[src/rtl/reg_serializer.sv]
// Parallel-to-serial readout stage: accepts one word on a valid/ready handshake
// and shifts it onto sout, each bit held DIV clocks, framed by sframe and closed by done.
module reg_serializer #(
  parameter int unsigned WIDTH     = 8,
  parameter int unsigned DIV       = 4,
  parameter bit          MSB_FIRST = 1'b1
) (
  input  logic             clk,
  input  logic             rst,
  input  logic             in_valid,
  input  logic [WIDTH-1:0] in_data,
  output logic             in_ready,
  output logic             sout,
  output logic             sframe,
  output logic             done
);

  localparam int unsigned BIT_W = $clog2(WIDTH);
  localparam int unsigned DIV_W = (DIV > 1) ? $clog2(DIV) : 1;
  localparam logic [BIT_W-1:0] LAST_BIT = BIT_W'(WIDTH - 1);
  localparam logic [DIV_W-1:0] LAST_DIV = DIV_W'(DIV - 1);

  typedef enum logic [1:0] {
    IDLE  = 2'd0,
    SHIFT = 2'd1,
    DONE  = 2'd2
  } state_e;

  state_e             state_q,   state_d;
  logic [WIDTH-1:0]   shift_q,   shift_d;
  logic [BIT_W-1:0]   bit_cnt_q, bit_cnt_d;
  logic [DIV_W-1:0]   div_cnt_q, div_cnt_d;
  logic               sout_q,    sout_d;
  logic               sframe_q,  sframe_d;
  logic               done_q,    done_d;

  // Bit presented on the line: the output end of the shift register.
  function automatic logic out_bit(input logic [WIDTH-1:0] v);
    return MSB_FIRST ? v[WIDTH-1] : v[0];
  endfunction

  // Advance one bit toward the output end, filling with zero.
  function automatic logic [WIDTH-1:0] shift_one(input logic [WIDTH-1:0] v);
    return MSB_FIRST ? {v[WIDTH-2:0], 1'b0} : {1'b0, v[WIDTH-1:1]};
  endfunction

  // Next-state and registered-output computation.
  always_comb begin
    state_d   = state_q;
    shift_d   = shift_q;
    bit_cnt_d = bit_cnt_q;
    div_cnt_d = div_cnt_q;

    unique case (state_q)
      IDLE: begin
        if (in_valid) begin
          state_d   = SHIFT;
          shift_d   = in_data;
          bit_cnt_d = '0;
          div_cnt_d = '0;
        end
      end
      SHIFT: begin
        if (div_cnt_q == LAST_DIV) begin
          div_cnt_d = '0;
          shift_d   = shift_one(shift_q);
          bit_cnt_d = bit_cnt_q + BIT_W'(1);
          if (bit_cnt_q == LAST_BIT) begin
            state_d = DONE;
          end
        end else begin
          div_cnt_d = div_cnt_q + DIV_W'(1);
        end
      end
      DONE: begin
        state_d = IDLE;
      end
      default: begin
        state_d = IDLE;
      end
    endcase

    // Outputs follow the next state so the first bit appears right after accept.
    sframe_d = (state_d == SHIFT);
    done_d   = (state_d == DONE);
    sout_d   = sframe_d & out_bit(shift_d);
  end

  always_ff @(posedge clk) begin
    if (rst) begin
      state_q   <= IDLE;
      shift_q   <= '0;
      bit_cnt_q <= '0;
      div_cnt_q <= '0;
      sout_q    <= 1'b0;
      sframe_q  <= 1'b0;
      done_q    <= 1'b0;
    end else begin
      state_q   <= state_d;
      shift_q   <= shift_d;
      bit_cnt_q <= bit_cnt_d;
      div_cnt_q <= div_cnt_d;
      sout_q    <= sout_d;
      sframe_q  <= sframe_d;
      done_q    <= done_d;
    end
  end

  // Ready is held low during reset so nothing is accepted on the reset edge.
  assign in_ready = (state_q == IDLE) & ~rst;
  assign sout     = sout_q;
  assign sframe   = sframe_q;
  assign done     = done_q;

endmodule

[config.mk]
export PLATFORM = sky130hd
export DESIGN_NAME = reg_serializer
export DESIGN_NICKNAME = d
export VERILOG_FILES = /design/src/rtl/reg_serializer.sv
export SDC_FILE = /design/constraint.sdc
export NUM_CORES = 1
export LEC_CHECK = 0
export ABC_AREA = 1
export CAP_MARGIN = 20
export CORE_UTILIZATION = 35
export CTS_BUF_LIST = sky130_fd_sc_hd__clkbuf_4
export CTS_CLUSTER_SIZE = 25
export DETAILED_ROUTE_END_ITERATION = 7
export PLACE_DENSITY = 0.57
export SYNTH_ARGS = -nofsm -noshare
export SYNTH_HDL_FRONTEND = slang
export SYNTH_SLANG_ARGS = --single-unit
[constraint.sdc]
create_clock -name clk -period 1.5 [get_ports clk]
set_input_delay 0.15 -clock clk [delete_from_list [all_inputs] [get_ports clk]]
set_output_delay 0.15 -clock clk [all_outputs]
set_load 0.01 [all_outputs]
# After elaboration in Yosys (flattened, before gate mapping)
# Index checks and enable logic that the tools add are counted.
[totals] out_inout_bits=4 ff_bits=18 elab_cells=37
[op_classes] n_reduce_logical=4 bitwise=3 addsub=2 eq_ne=7 n_mux=13
[op_table] cell="two-way mux 8 bit" count=2
[op_table] cell="one-hot mux 8 bit (2 select lines)" count=1
[op_table] cell="two-way mux 2 bit" count=5
[op_table] cell="one-hot mux 2 bit (2 select lines)" count=2
[op_table] cell="two-way mux 3 bit" count=2
[op_table] cell="one-hot mux 3 bit (2 select lines)" count=1
[op_table] cell="equality test 2 x 1 -> 1 bit (second input constant)" count=2
[op_table] cell="equality test 2 bit (second input constant)" count=2
[op_table] cell="inequality test 2 bit (second input constant)" count=2
[op_table] cell="adder 3 x 1 -> 3 bit (second input constant)" count=1
[op_table] cell="equality test 3 bit (second input constant)" count=1
[op_table] cell="AND reduction 3 bit" count=1
[op_table] cell="adder 2 x 1 -> 2 bit (second input constant)" count=1
[op_table] cell="AND 1 bit" count=2
[op_table] cell="logical NOT 2 bit" count=1
[op_table] cell="AND reduction 2 bit" count=1
[op_table] cell="nonzero test 2 bit" count=1
[op_table] cell="inverter 1 bit" count=1

# Depth between registers and ports, before layout
[logic_depth] ltp_word=6 ltp_mapped=9 ltp_nobuf=7

# Worst setup path before layout
# Ideal clock, no wire load.
[synth_path] path_kind="register to register" startpoint="register div_cnt_q[0]" endpoint="register shift_q[1]" arrival_ns=1.213 setup_time_ns=0.113 synth_period_minus_slack_ns=1.325 path_slack_ns=0.175 path_stages_with_launch=10 cell_sequence="dfxtp_1 -> ha_1 -> buf_4 -> inv_1 -> nand2_2 -> nand2_8 -> buf_8 -> nand2_1 -> nand2_1 -> nor2_1"
[synth_via] elab_chain_len=3
[synth_rtl] element="start, declared" line_no="32" rtl="logic [DIV_W-1:0] div_cnt_q, div_cnt_d;"
[synth_rtl] element="start signal, assigned" line_no="102" rtl="div_cnt_q <= div_cnt_d;"
[synth_rtl] element="equality test 2 bit" line_no="64" rtl="if (div_cnt_q == LAST_DIV) begin"
[synth_rtl] element="inequality test 2 bit (no source line)"
[synth_rtl] element="AND reduction 3 bit (no source line)"
[synth_rtl] element="end signal, assigned" line_no="100" rtl="shift_q <= shift_d;"
[synth_rtl] element="end, declared" line_no="30" rtl="logic [WIDTH-1:0] shift_q, shift_d;"
# No other way between the ends.
# A chain may end at the register's enable or synchronous reset.

# Worst setup path after layout
[layout_path] startpoint="register state_q[1]" endpoint="output in_ready"
[layout_via] elab_chain_len=2
[layout_rtl] element="start, declared" line_no="29" rtl="state_e state_q, state_d;"
[layout_rtl] element="start signal, assigned" line_no="99" rtl="state_q <= state_d;"
[layout_rtl] element="logical NOT 2 bit" line_no="110" rtl="assign in_ready = (state_q == IDLE) & ~rst;"
[layout_rtl] element="AND 1 bit" line_no="110"
[layout_rtl] element="end, declared" line_no="12" rtl="output logic in_ready,"
# No other way between the ends.

==> Implementation_results.wiki <==
{| class="wikitable"
! Metric !! Value
|-
| Largest net degree at the start of global routing || 15
|-
| Die Span Y || 54.40 µm
|-
| Kind of end point of the critical path || output port
|-
| Top cells by area, synth || dfxtp_1 38%, nand2_1 14%, nor2_1 9.0%
|-
| Data arrival time of the worst path || 1.16 ns
|-
| Count of fill cells added during filler insertion || 286
|-
| Sw Share || 28.83%
|-
| Worst Hold Margin || 0.4919 ns
|-
| Core region area || 0.002545 mm²
|-
| Most used standard cells in the synthesized netlist || 36 x nand2_1, 23 x nor2_1, 18 x dfxtp_1
|-
| Via count of the first global-routing pass || 771
|-
| Die ar. || 0.002959 mm²
|-
| Yosys top cell by area || dfxtp_1
|-
| Crit Reg-Reg Startpoint || div_cnt_q[0]
|-
| Worst rel slew slack || 82.32%
|-
| Leading cell type by number of instances after synthesis || nand2_1
|-
| Proportion of netlist area held by the largest area contributor || 37.50%
|-
| Global-route wire length before repair || 3394 µm
|-
| Final Max Slew Viols || 0
|-
| Number of synthesized flops with an enable pin || 0
|-
| Maximum count of clock buffers along a single path || 2
|-
| Routed Antenna Nets || 0
|-
| Synthesized netlist cell count || 139
|-
| End of the worst register-to-register path || shift_q[3]
|-
| Power per unit of standard cell area || 840.5 mW/mm²
|-
| Critical path data required time || 1.35 ns
|-
| Antenna diode count || 0
|-
| Wire length per cell after detailed routing || 10.11 µm
|-
| # nets final || 174
|-
| Main flop type after synthesis || dfxtp_1
|-
| Setup repair after global routing missed its margin || no
|-
| Effective utilization at floorplan || 37.76%
|-
| Ports || 15
|-
| Final Setup Violations || 0
|-
| Count of cells along the worst register-to-register path || 7
|-
| Mean instance size in the synthesized netlist || 6.913 µm²
|-
| Count of distinct cell types in the synthesized netlist || 17
|-
| Cts bufs inserted || 3
|-
| Clk Tree Root Cell || clkbuf_4
|-
| Leftover overflow at the end of global routing || 0
|-
| Later-pin clock latency in the skew report || 0.29 ns
|-
| Run status || completed
|-
| Worst setup path class || reg -> out
|-
| # hold bufs at CTS || 0
|-
| Drt initial violations || 11
|-
| Peak ir drop on the vdd network || 0.3781 mV
|-
| Crit-path max FO || 5
|-
| Post-Route WL || 1911 µm
|-
| Detailed-route via count || 879
|-
| Total count of hold-check failures in the final report || 0
|-
| Net load switching power || 285.9 µW
|-
| Number of sinks on the clock net || 18
|-
| Routed vias/inst || 4.651
|-
| Setup skew after layout || 0.001513 ns
|-
| Internal Power || 705.8 µW
|-
| Share of flip-flops with an asynchronous set or reset || 0%
|-
| Post-layout instance count excluding filler cells || 189
|-
| Share of layout cells above drive strength 1 || 10.69%
|-
| HP Class || reg -> reg
|-
| Portion of the post-synthesis area used by sequential elements || 37.50%
|-
| Fmax || 764.7 MHz
|-
| Setup slack, reg-to-reg || 0.25 ns
|-
| Number of rows in the core area || 18
|-
| IO buf count || 14
|-
| Timing startpoint of the critical path || state_q[1]
|-
| Total of warnings raised by yosys || 0
|-
| TritonCTS clock tree || done
|-
| Total track usage || 16.16%
|-
| Slew at the pin closest to its max-slew limit || 0.2648 ns
|-
| Area growth from synthesis to layout || 22.79%
|-
| HPWL Detailed || 1410 µm
|-
| Mapped Area || 960.9 µm²
|-
| Number of placed instances with taps included || 185
|-
| Clock edge transition at the registers on the reported setup and hold paths || 0.11 ns
|-
| Initial antenna violation count || 0
|-
| CTS H-tree lvls || 1
|-
| Design Power || 991.7 µW
|-
| Critical path endpoint || in_ready
|-
| Leak Pwr || 0.5760 nW
|-
| Clock network power share || 25.3%
|-
| Total of max-cap violations || 0
|-
| DR DRC count || 0
|-
| Min cycle time layout || 1.308 ns
|-
| Share of the cycle needed by the critical path after routing || 87.18%
|-
| Final sum of negative setup slack || 0 ns
|-
| Synth Net Count || 153
|-
| Final GP Congestion || 0.7506
|-
| Flop pwr share || 53.7%
|-
| CP Launch Type || register
|-
| Part of the total power dissipated in combinational logic || 21.0%
|-
| Number of detailed-route iterations in the first pass || 2
|-
| Number of synthesized register bits || 18
|-
| Die width || 54.40 µm
|}
kinds of logic after synthesis:
kind of cell	after synthesis	synth area share, %
and+or+nand+nor	90	44.79
buffers and inverters	23	11.20
DFF	18	37.50
AOI/OAI and AO/OA	5	2.604
adders and majority gates	3	3.907
per-layer routing:
layer / part of all wire [%] / wire length [µm] / track usage [%]
met1: 53 / 1012 / 21.37
met2: 43 / 831 / 25.41
met3: 2.5 / 48 / 3.333
met4: 0.99 / 19 / 6.410
met5: 0 / 0 / 0
critical path, cell delays in order, from the launching register on:
cell	delay (ns)
dfxtp_1	0.40
nor3_1	0.18
dlygate4sd2_1	0.29
per-stage QoR:
stage	setup WS, ns	area [µm²]	util (%)
floorplan	0.1747	960.9	-
global placement	0.09902	1154	45.33
detailed placement	0.07332	1154	45.33
CTS	0.1749	1180	46.36
global route	0.1037	1180	46.36
finish	0.1922	1180	46.36
power groups by stage:
stage	registers [mW]	logic [mW]	clock network, mW
CTS	0.532	0.211	0.261
global route	0.537	0.240	0.281
detailed placement	0.542	0.211	0
floorplan	0.539	0.145	0
finish	0.532	0.209	0.251
global placement	0.541	0.207	0
layout by cell type, fill, tap and decap left out, types with 2 or more instances in the layout:
master	n
nand2_1	36
nor2_1	23
inv_1	17
dfxtp_1	17
nand3_1	16
clkdlybuf4s50_1	13
buf_4	7
nand4_1	6
a21oi_1	5
nor3_1	3
ha_1	3
clkbuf_4	3
nand2_4	2
nand2_8	2
timing repair:
item                       CTS  global route
setup buffers                0             0
resized for setup            2             0
setup endpoints to repair    1             0
layout make-up:
| type | instances | area, µm² | share of cell area (%) |
|---|---|---|---|
| inverters | 18 | 70.07 | 5.939 |
| multi-input cells | 98 | 493.0 | 41.78 |
| flip-flops and latches | 18 | 361.6 | 30.65 |
| well taps | 30 | 37.54 | 3.181 |
| clock buffers | 3 | 22.52 | 1.909 |
| repair buffers | 21 | 191.4 | 16.22 |
| clock inverters | 1 | 3.754 | 0.3181 |
how the worst min path moves through the flow:
stage,start,endpoint,slack [ns],cells after the start
2_1_floorplan,rst,div_cnt_q[0],0.22,1
3_3_place_gp,div_cnt_q[1],div_cnt_q[1],0.47,2
3_5_place_dp,div_cnt_q[1],div_cnt_q[1],0.47,2
4_1_cts,div_cnt_q[1],div_cnt_q[1],0.49,2
5_1_grt,div_cnt_q[1],div_cnt_q[1],0.52,2
6_report,div_cnt_q[1],div_cnt_q[1],0.49,2
sequential cells by signal (all words and copies together), names as in the netlist:
register,count
sout,1
shift_q,8
bit_cnt_q,3
state_q,2
sframe,1
div_cnt_q,2
done,1
Note: power is estimated with default switching activity, not from simulation.
